==> src/rtl/lc3_reg_file.sv <==
// LC-3 general-purpose register file: eight 16-bit registers, two combinational
// read ports, one write port and the N/Z/P condition-code register.

// 16-bit register with synchronous clear and load enable.
module lc3_reg16 #(
  parameter int unsigned      WIDTH   = 16,
  parameter logic [WIDTH-1:0] RST_VAL = '0
) (
  input  logic             clock,
  input  logic             clr,
  input  logic             en,
  input  logic [WIDTH-1:0] d,
  output logic [WIDTH-1:0] q
);

  logic [WIDTH-1:0] q_reg;

  // Clear wins over enable; otherwise load on enable or hold.
  always_ff @(posedge clock) begin
    if (clr) begin
      q_reg <= RST_VAL;
    end else if (en) begin
      q_reg <= d;
    end
  end

  assign q = q_reg;

endmodule

module lc3_reg_file #(
  parameter int unsigned      WIDTH   = 16,
  parameter logic [WIDTH-1:0] RST_VAL = 16'h0000
) (
  input  logic             clock,
  input  logic             reset,
  input  logic [WIDTH-1:0] bus,
  input  logic             ld_reg,
  input  logic [2:0]       dr,
  input  logic             ld_cc,
  input  logic [2:0]       sr1,
  input  logic [2:0]       sr2,
  output logic [WIDTH-1:0] sr1_out,
  output logic [WIDTH-1:0] sr2_out,
  output logic [2:0]       nzp
);

  localparam logic [2:0] CC_N = 3'b100;
  localparam logic [2:0] CC_Z = 3'b010;
  localparam logic [2:0] CC_P = 3'b001;

  logic             clr;
  logic [7:0]       wr_en;
  logic [WIDTH-1:0] regs [8];
  logic [2:0]       nzp_reg;
  logic [2:0]       nzp_next;

  // The registers' clear is active-high; reset arrives active-low.
  assign clr = ~reset;

  // 3-to-8 write decoder gated by ld_reg: at most one enable per cycle.
  always_comb begin
    wr_en = '0;
    if (ld_reg) begin
      wr_en[dr] = 1'b1;
    end
  end

  generate
    for (genvar gi = 0; gi < 8; gi++) begin : g_regs
      lc3_reg16 #(
        .WIDTH   (WIDTH),
        .RST_VAL (RST_VAL)
      ) u_reg (
        .clock (clock),
        .clr   (clr),
        .en    (wr_en[gi]),
        .d     (bus),
        .q     (regs[gi])
      );
    end
  endgenerate

  // Read ports are plain muxes of current contents: no write bypass, so a
  // same-cycle write becomes visible only after the edge.
  assign sr1_out = regs[sr1];
  assign sr2_out = regs[sr2];

  // Classify the bus value into exactly one of N, Z, P.
  always_comb begin
    nzp_next = nzp_reg;
    if (ld_cc) begin
      if (bus[WIDTH-1]) begin
        nzp_next = CC_N;
      end else if (bus == '0) begin
        nzp_next = CC_Z;
      end else begin
        nzp_next = CC_P;
      end
    end
  end

  // Condition-code register; reset puts it in the Z state so it is one-hot.
  always_ff @(posedge clock) begin
    if (!reset) begin
      nzp_reg <= CC_Z;
    end else begin
      nzp_reg <= nzp_next;
    end
  end

  assign nzp = nzp_reg;

endmodule

==> config.mk <==
export PLATFORM = sky130hd
export DESIGN_NAME = lc3_reg_file
export DESIGN_NICKNAME = d
export VERILOG_FILES = /design/src/rtl/lc3_reg_file.sv
export SDC_FILE = /design/constraint.sdc
export NUM_CORES = 1
export LEC_CHECK = 0
export BUFFER_PORTS_ARGS = -buffer_cell sky130_fd_sc_hd__buf_2
export CAP_MARGIN = 20
export CORE_MARGIN = 2
export CORE_UTILIZATION = 54
export DETAILED_ROUTE_END_ITERATION = 12
export PLACE_DENSITY_LB_ADDON = 0.12
export SLEW_MARGIN = 10
export SYNTH_ARGS = -nofsm -noshare
export SYNTH_HDL_FRONTEND = slang
export SYNTH_SLANG_ARGS = --single-unit
==> constraint.sdc <==
create_clock -name clock -period 1.1 [get_ports clock]
set_input_delay 0.055 -clock clock [delete_from_list [all_inputs] [get_ports clock]]
set_output_delay 0.055 -clock clock [all_outputs]
set_load 0.02 [all_outputs]
After elaboration in Yosys (flattened, before gate mapping)
Cells that the tools add are included.

Register bits: 131. Input bits: 29. Output and inout port bits: 35. Word-level logic and storage cells: 28.

Magnitude comparators: 4. Mux-type cells: 11. Bitwise gates (word level): 2. Reductions and logical operators: 2.

Operators by type and width (count): binary-select mux 16 bit (select 3 bit) (2); 2-to-1 mux 16 bit (4); logical NOT 16 bit (1); greater-or-equal comparator 4 bit, second input constant (2); 2-to-1 mux 8 bit (1); NOT 3 -> 4 bit (2); < comparator 3 x 4 -> 1 bit, second input constant (1); demux 1 bit (select 3 bit) (1); greater-or-equal comparator 3 x 1 -> 1 bit, second input constant (1); 2-to-1 mux 3 bit (1); 2-to-1 mux 2 bit (1); logical AND 1 bit (1); 2-to-1 mux 1 bit (1).

Depth between registers and ports, before layout
Gate-level depths: netlist of run 1.

Depth in word-level cells: 5. Depth in mapped cells: 6. Depth with buffers taken out: 3.

Modules after synthesis
Synthesis of run 1 repeated with hierarchy kept, for this count alone.

Cells, all modules: 559. Area total of the unflattened synthesis: 6988.0 um^2.

Modules (own cells, without submodules): lc3_reg16 (instances 8, cells an instance 52, area each 580.6 um^2, seq. area each 320.3 um^2); lc3_reg_file (instances 1, cells an instance 143, area each 2343.5 um^2, seq. area each 60.1 um^2).

Least setup slack after synthesis of run 1
Ideal clock, no wire load.

Path type: input to output. Start point: input sr1[1]. End point: output sr1_out[14]. Arrival time: 1.149 ns. Required time: 1.045 ns. Setup slack: -0.104 ns. Cell stages on the path: 4. Buffers on the path: 2. Cell sequence: buf_6 buf_6 mux4_1 mux2_2.

Longest elaborated chain between the ends: 4.

RTL lines: start, declared (line 41) `input logic [2:0] sr1,`; NOT 3 -> 4 bit (not written as such) (line 86) `assign sr1_out = regs[sr1];`; binary-select mux 16 bit (select 3 bit) (line 86); 2-to-1 mux 16 bit (not written as such) (2 in a row) (line 86); end, declared (line 43) `output logic [WIDTH-1:0] sr1_out,`.

Every way passes these cells. The select of a mux whose other input is x is not followed.

Worst setup path after layout of run 1
Start point: register g_regs[3].u_reg.q_reg[12]. End point: output sr1_out[12].

Longest elaborated chain between the ends: 3.

RTL lines: start, declared (line 16) `logic [WIDTH-1:0] q_reg;`; start signal, assigned (line 21) `q_reg <= RST_VAL;`; start signal, assigned (line 23) `q_reg <= d;`; binary-select mux 16 bit (select 3 bit) (line 86); 2-to-1 mux 16 bit (not written as such) (2 in a row) (line 86).

Every way passes these cells. The select of a mux whose other input is x is not followed.

==> qor.json, run 1 <==
{
  "outcome": {
    "status": "finished, violations left",
    "failing_checks": "setup timing"
  },
  "clock_network": {
    "level_count_of_the_clock_h_tree": 4,
    "clk_path_buf_depth": 2,
    "cts.sink_count": 131,
    "path_clk_slew_ns": 0.05,
    "cts_root_buffer": "clkbuf_16",
    "tritoncts": "yes",
    "cts_buffers": 17,
    "clock_insertion_delay_worst_skew_ns": 0.42
  },
  "hold_path": {
    "worstHoldPathType": "input port to register"
  },
  "placed_design": {
    "dp_slack_ns": -0.366,
    "placement.cell_area_mm2": 0.00777,
    "dp_hpwl_um": 14900,
    "count_of_placed_standard_cells_including_taps": 951,
    "io_buffers": 63,
    "routabilityCongestion": 0.883
  },
  "logic_synthesis": {
    "yosysSeqAreaShare": 0.373,
    "synth_area_in_compound_gates": 0.0937,
    "post_synth_instance_area_mm2": 0.00702,
    "synth_simple_gate_area_frac": 0.169,
    "mappedNetlistNets": 751,
    "synth-warning-count": 0,
    "synthCells": 722,
    "combinational_family_with_the_most_area_after_synthesis": "multiplexers",
    "synth_xor_xnor_area_share": 0,
    "synth.lib_cells_used.distinct": 30,
    "fraction_of_synthesized_area_in_multiplexers": 0.286,
    "synth-adder-area-share": 0,
    "syn_area_per_cell_um2": 9.73,
    "synth-seq-cells": 131
  },
  "sta": {
    "timing.final.max_slew_violations": 0,
    "slew_headroom": 0.573,
    "hold_viol_final": 0,
    "final.setup.tns_ns": -19.11,
    "timing.fmax_ghz": 0.581,
    "unrepaired_setup_endpoints_after_global_routing": "true",
    "slew_of_the_pin_with_the_lowest_slew_margin_ns": 0.634,
    "layout_worst_path_cycle_share": 1.56,
    "setup_ws_ns": -0.621,
    "timing.clock.skew_ns": 0,
    "setup_viol": 32,
    "post-route-min-period_ns": 1.72
  },
  "final_layout": {
    "num-nets-final": 834,
    "postLayoutCellArea_mm2": 0.00863,
    "largest_register_ff_count": 128,
    "syn2layout_area_growth_pct": 22.9,
    "fillerInstances": 1006,
    "post_route_cells_drive_above_1_share": 0.395,
    "fin_cells": 988
  },
  "grt": {
    "grt_start_max_net_pins": 40,
    "congestion_overflow_gr": 0,
    "number_of_global_route_vias_before_repair": 6069,
    "grt_util_all_layers": 0.324,
    "initial_antenna_violation_count": 2,
    "grt_pass1_wl_um": 33900
  },
  "setup_path": {
    "worst-path-buf-inv": 1,
    "crit_cells": 3,
    "cp.arrival_ns": 1.67,
    "req_time_crit_path_ns": 1.04,
    "r2r-start": "g_regs[3].u_reg.q[9]",
    "r2r.worst_path.cells": 4,
    "worstSetupPathType": "register to output port",
    "cp_cell_sequence": "mux4_2 > mux2_4 > buf_6",
    "cp_slowest_cell": "mux4_2",
    "r2r_end": "g_regs[3].u_reg.q[9]",
    "cp_max_fo": 3,
    "timing.critical_path.to_type": "output port",
    "critPathTopFamily": "multiplexers",
    "worst_setup_path_startpoint": "g_regs[3].u_reg.q[12]",
    "r2r_setup_slack_ns": 0.31,
    "timing.critical_path.from_type": "register",
    "critical_path.max_stage_delay_ns": 0.46,
    "setup_crit_end": "sr1_out[12]"
  },
  "power_and_ir_drop": {
    "totalPowerFinal_mw": 11.6,
    "register_share_of_total_power": 0.424,
    "power_density_mw_per_mm2": 1350,
    "power_frac_clock": 0.455,
    "total_leakage_power_nw": 3.22,
    "swShare": 0.245,
    "p_comb_frac": 0.121,
    "ir_worst_vdd_v": 0.000994,
    "total_internal_power_mw": 8.80,
    "p_switching_mw": 2.85
  },
  "drt": {
    "detailedRoute.firstIterationViolations": 663,
    "vias": 6043,
    "drc": 0,
    "drt_first_pass_iters": 6,
    "route.detailed.wl_per_inst_um": 22.2,
    "total_wirelength_um": 21900,
    "viasPerCell": 6.12,
    "postRouteAntennaNets": 0
  },
  "floorplanning": {
    "floorplan.die.height_um": 118,
    "row_count": 41,
    "die_area_mm2": 0.0139,
    "floorplan.die.width_um": 118,
    "placeableCoreArea_mm2": 0.0127,
    "io_pins": 64,
    "initial_utilization": 0.554
  },
  "job": {
    "max-cap-violations": 0
  }
}
routing by layer:
metal / GRT usage / routed length, um / part of all wire / vias up
li1: - / - / - / 2683
met1: 0.407 / 8480 / 0.39 / 2977
met2: 0.540 / 10700 / 0.49 / 325
met5: 0 / 11 / 0.00050 / -
met4: 0.142 / 722 / 0.033 / 2
met3: 0.0717 / 1980 / 0.090 / 56
metrics by stage:
stage          hold WS (ns)  utilization
2_1_floorplan         0.134            -
5_1_grt              0.0555        0.681
6_report             0.0496        0.681
3_3_place_gp          0.269        0.613
3_5_place_dp          0.291        0.613
4_1_cts              0.0309        0.678
cell usage in the layout, fill, tap and decap left out, types with 2 or more instances in the layout:
cell and count:
nand2_1 257, dfxtp_2 52, and4b_1 3, a21oi_1 128
nand4bb_1 3, dfxtp_1 79, mux2_4 32, and4bb_2 2
buf_12 20, dlygate4sd3_1 3, nor4_1 4, mux4_2 64
buf_6 32, clkbuf_8 4, nor2_1 2, clkbuf_1 2
buf_2 31, nand4b_1 3, clkinv_2 5, clkbuf_16 17
nand4_1 2, buf_4 59
how the worst min path moves through the flow:
stage | start | endpoint | cells after the start
2_1_floorplan | reset | nzp[1] | 1
3_3_place_gp | reset | nzp[1] | 2
3_5_place_dp | reset | nzp[1] | 2
4_1_cts | bus[7] | g_regs[2].u_reg.q[7] | 4
5_1_grt | bus[10] | g_regs[2].u_reg.q[10] | 4
6_report | bus[5] | g_regs[4].u_reg.q[5] | 4
power by group through the flow:
stage	Clock, mW	Combinational (mW)	Sequential [mW]
after floorplan	0	0.875	5.01
after global placement	0	1.29	5.02
after detailed placement	0	1.32	5.03
after CTS	5.35	1.39	4.94
after global routing	5.52	1.47	4.95
final	5.30	1.41	4.94
area by class of cell:
cell class	instances	area (um2)	area share
clock inverter	6	55.1	0.00638
antenna	1	2.50	0.000290
multi-input combinational	508	3780	0.438
inverter	2	10.0	0.00116
timing repair buffer	145	1390	0.161
tap	172	215	0.0249
clock buffer	23	488	0.0566
sequential	131	2690	0.312
synthesized netlist by cell type:
cell type	number	area share
nand2_1	257	0.14
dfxtp_1	131	0.37
a21oi_1	128	0.091
mux4_1	52	0.19
mux2_2	32	0.051
clkbuf_1	27	0.014
buf_2	26	0.019
mux4_2	12	0.038
buf_4	10	0.011
buf_6	8	0.013
buf_12	4	0.011
clkbuf_8	4	0.0078
nor4_1	4	0.0036
and4b_1	3	0.0043
nand4b_1	3	0.0037
nand4bb_1	3	0.0048
and4bb_2	2	0.0036
inv_1	2	0.0011
nand4_1	2	0.0018
nor2_1	2	0.0011
and4_1	1	0.0012
and4bb_1	1	0.0018
buf_1	1	0.00053
clkbuf_2	1	0.00071
mux2i_1	1	0.0014
nand2b_1	1	0.00089
nor4b_4	1	0.0034
o221ai_1	1	0.0012
o2bb2ai_1	1	0.0012
or4b_1	1	0.0014
cell families after synthesis:
group	Yosys count
compound gates	130
flops	131
mux	97
simple gates	281
buf+inv	83
worst min-delay path, stage by stage:
cell and delay (ns):
buf_2 0.11, buf_4 0.15, nand2_1 0.06, a21oi_1 0.05
timing repair:
item,4_1_cts,5_1_grt
setup endpoints to repair,32,66
hold buffers,3,0
setup buffers,3,1
hold endpoints to repair,4,0
gates resized for setup,103,17
No activity file was read; power rests on OpenSTA's default activity.
==> inputs of run 2 (changes only) <==
- CELL_PAD_IN_SITES_DETAIL_PLACEMENT: not set -> 1
- CELL_PAD_IN_SITES_GLOBAL_PLACEMENT: not set -> 2
- CORE_UTILIZATION: 54 -> 35
==> run 2 against run 1 <==
Compared with the run above: the flow still finishes with violations (setup timing); die area increased by 52%; largest cell class unchanged; core utilization decreased by 22 points; combinational power increased by 3%; sequential share of layout area decreased by 1.2 points; final cell count increased by 12%.
==> qor.json, run 2 (synthesis results as in run 1) <==
{
  "clock_network": {
    "cts_root_buffer": "clkbuf_16",
    "tritoncts": "yes",
    "level_count_of_the_clock_h_tree": 4,
    "cts_buffers": 17,
    "cts.sink_count": 131,
    "clk_path_buf_depth": 2,
    "path_clk_slew_ns": 0.06,
    "clock_insertion_delay_worst_skew_ns": 0.43
  },
  "final_layout": {
    "antennaDiodeCount": 0,
    "post_route_cells_drive_above_1_share": 0.415,
    "fin_cells": 1102,
    "num-nets-final": 853,
    "syn2layout_area_growth_pct": 28.0,
    "postLayoutCellArea_mm2": 0.00899,
    "final-seq-area_mm2": 0.00269,
    "most-common-layout-cells": "nand2_1, a21oi_1, buf_4",
    "multiInputGateArea_mm2": 0.00378,
    "fillerInstances": 2199,
    "mostFrequentLayoutCell": "nand2_1",
    "largest_register_ff_count": 128
  },
  "floorplanning": {
    "initial_utilization": 0.358,
    "floorplan.die.width_um": 146,
    "die_area_mm2": 0.0212,
    "floorplan.die.height_um": 146,
    "row_count": 51,
    "io_pins": 64,
    "placeableCoreArea_mm2": 0.0196
  },
  "grt": {
    "grt_util_all_layers": 0.249,
    "congestion_overflow_gr": 0,
    "grt_pass1_wl_um": 39700,
    "number_of_global_route_vias_before_repair": 6535,
    "grt_start_max_net_pins": 59,
    "initial_antenna_violation_count": 0
  },
  "outcome": {
    "failing_checks": "setup timing",
    "status": "finished, violations left"
  },
  "setup_path": {
    "worstSetupPathType": "register to output port",
    "timing.critical_path.from_type": "register",
    "cp.arrival_ns": 1.69,
    "r2r_setup_slack_ns": 0.38,
    "cp_max_fo": 3,
    "timing.critical_path.to_type": "output port",
    "req_time_crit_path_ns": 1.04
  },
  "sta": {
    "setup_viol": 32,
    "hold_viol_final": 0,
    "timing.fmax_ghz": 0.573,
    "slew_of_the_pin_with_the_lowest_slew_margin_ns": 0.538,
    "timing.clock.skew_ns": 0,
    "post-route-min-period_ns": 1.75,
    "whs_ns": 0.0422,
    "layout_worst_path_cycle_share": 1.59,
    "slew_headroom": 0.638,
    "timing.final.max_slew_violations": 0,
    "unrepaired_setup_endpoints_after_global_routing": "true",
    "setup_ws_ns": -0.647
  },
  "drt": {
    "viasPerCell": 5.38,
    "total_wirelength_um": 25400,
    "detailedRoute.firstIterationViolations": 310,
    "postRouteAntennaNets": 0,
    "drc": 0,
    "drt_first_pass_iters": 4,
    "route.detailed.wl_per_inst_um": 23.0,
    "vias": 5925
  },
  "placed_design": {
    "routabilityCongestion": 0.797,
    "io_buffers": 63,
    "dp_slack_ns": -0.398,
    "dp_hpwl_um": 18000,
    "count_of_placed_standard_cells_including_taps": 1060,
    "placement.cell_area_mm2": 0.00799
  },
  "power_and_ir_drop": {
    "power_density_mw_per_mm2": 1420,
    "total_leakage_power_nw": 3.34,
    "ir_worst_vdd_v": 0.000900
  },
  "job": {
    "max-cap-violations": 0
  },
  "hold_path": {
    "worstHoldPathType": "input port to register"
  }
}
-- run 2: cell types whose count changed in the layout (fill, tap and decap cells not counted), sizes merged --
cell	previous run	this run
clkinvlp	0	4
diode	1	0
bufinv	1	5
buf	142	161
clkbuf	23	20
clkinv	5	3
-- run 2: path summary, 6_finish.rpt --
| check | from | end | cells past startpoint |
|---|---|---|---|
| setup / recovery | g_regs[7].u_reg.q[2] | sr2_out[2] | 3 |
| hold / removal | bus[3] | g_regs[1].u_reg.q[3] | 4 |
| setup reg to reg | g_regs[7].u_reg.q[1] | g_regs[7].u_reg.q[1] | 3 |
| hold reg to reg | g_regs[7].u_reg.q[0] | g_regs[7].u_reg.q[0] | 2 |
-- run 2: critical path, cell delays in order (launching register included) --
cell and delay [ns]:
dfxtp_2 0.33, mux4_2 0.50, mux2_4 0.30, buf_6 0.14
-- run 2: area by class of cell --
type | count | share of cell area
flip-flops and latches | 131 | 0.299
multi-input cells | 508 | 0.421
well taps | 265 | 0.0369
clock buffers | 20 | 0.0508
clock inverters | 12 | 0.0226
inverters | 2 | 0.000974
repair buffers | 164 | 0.169
-- run 2: report_power, final --
part	internal [mW]	switching (mW)
registers	4.86	0.0825
logic	0.669	0.781
clock network	4.15	2.23
-- run 2: timing repair --
item / CTS / global route
buffers inserted: 3 / 4
setup endpoints to repair: 32 / 32
hold endpoints to repair: 4 / 0
gates resized for setup: 101 / 20
hold buffers: 3 / 0
-- run 2: layer usage --
metal	global-route usage	wire (um)	part of all wire	vias to the layer above
met2	0.430	12700	0.50	169
met5	0	0	0	-
li1	-	-	-	2717
met3	0.0577	1370	0.054	31
met1	0.311	10900	0.43	3008
met4	0.0716	429	0.017	0
-- run 2: stage by stage --
| step | TNS (ns) | util | total power [mW] |
|---|---|---|---|
| finish | -19.42 | 0.459 | 12.8 |
| floorplan | -1.02 | - | 5.89 |
| global placement | -13.60 | 0.408 | 6.39 |
| CTS | -19.86 | 0.456 | 12.9 |
| detailed placement | -15.82 | 0.408 | 6.42 |
| global route | -20.64 | 0.459 | 13.2 |
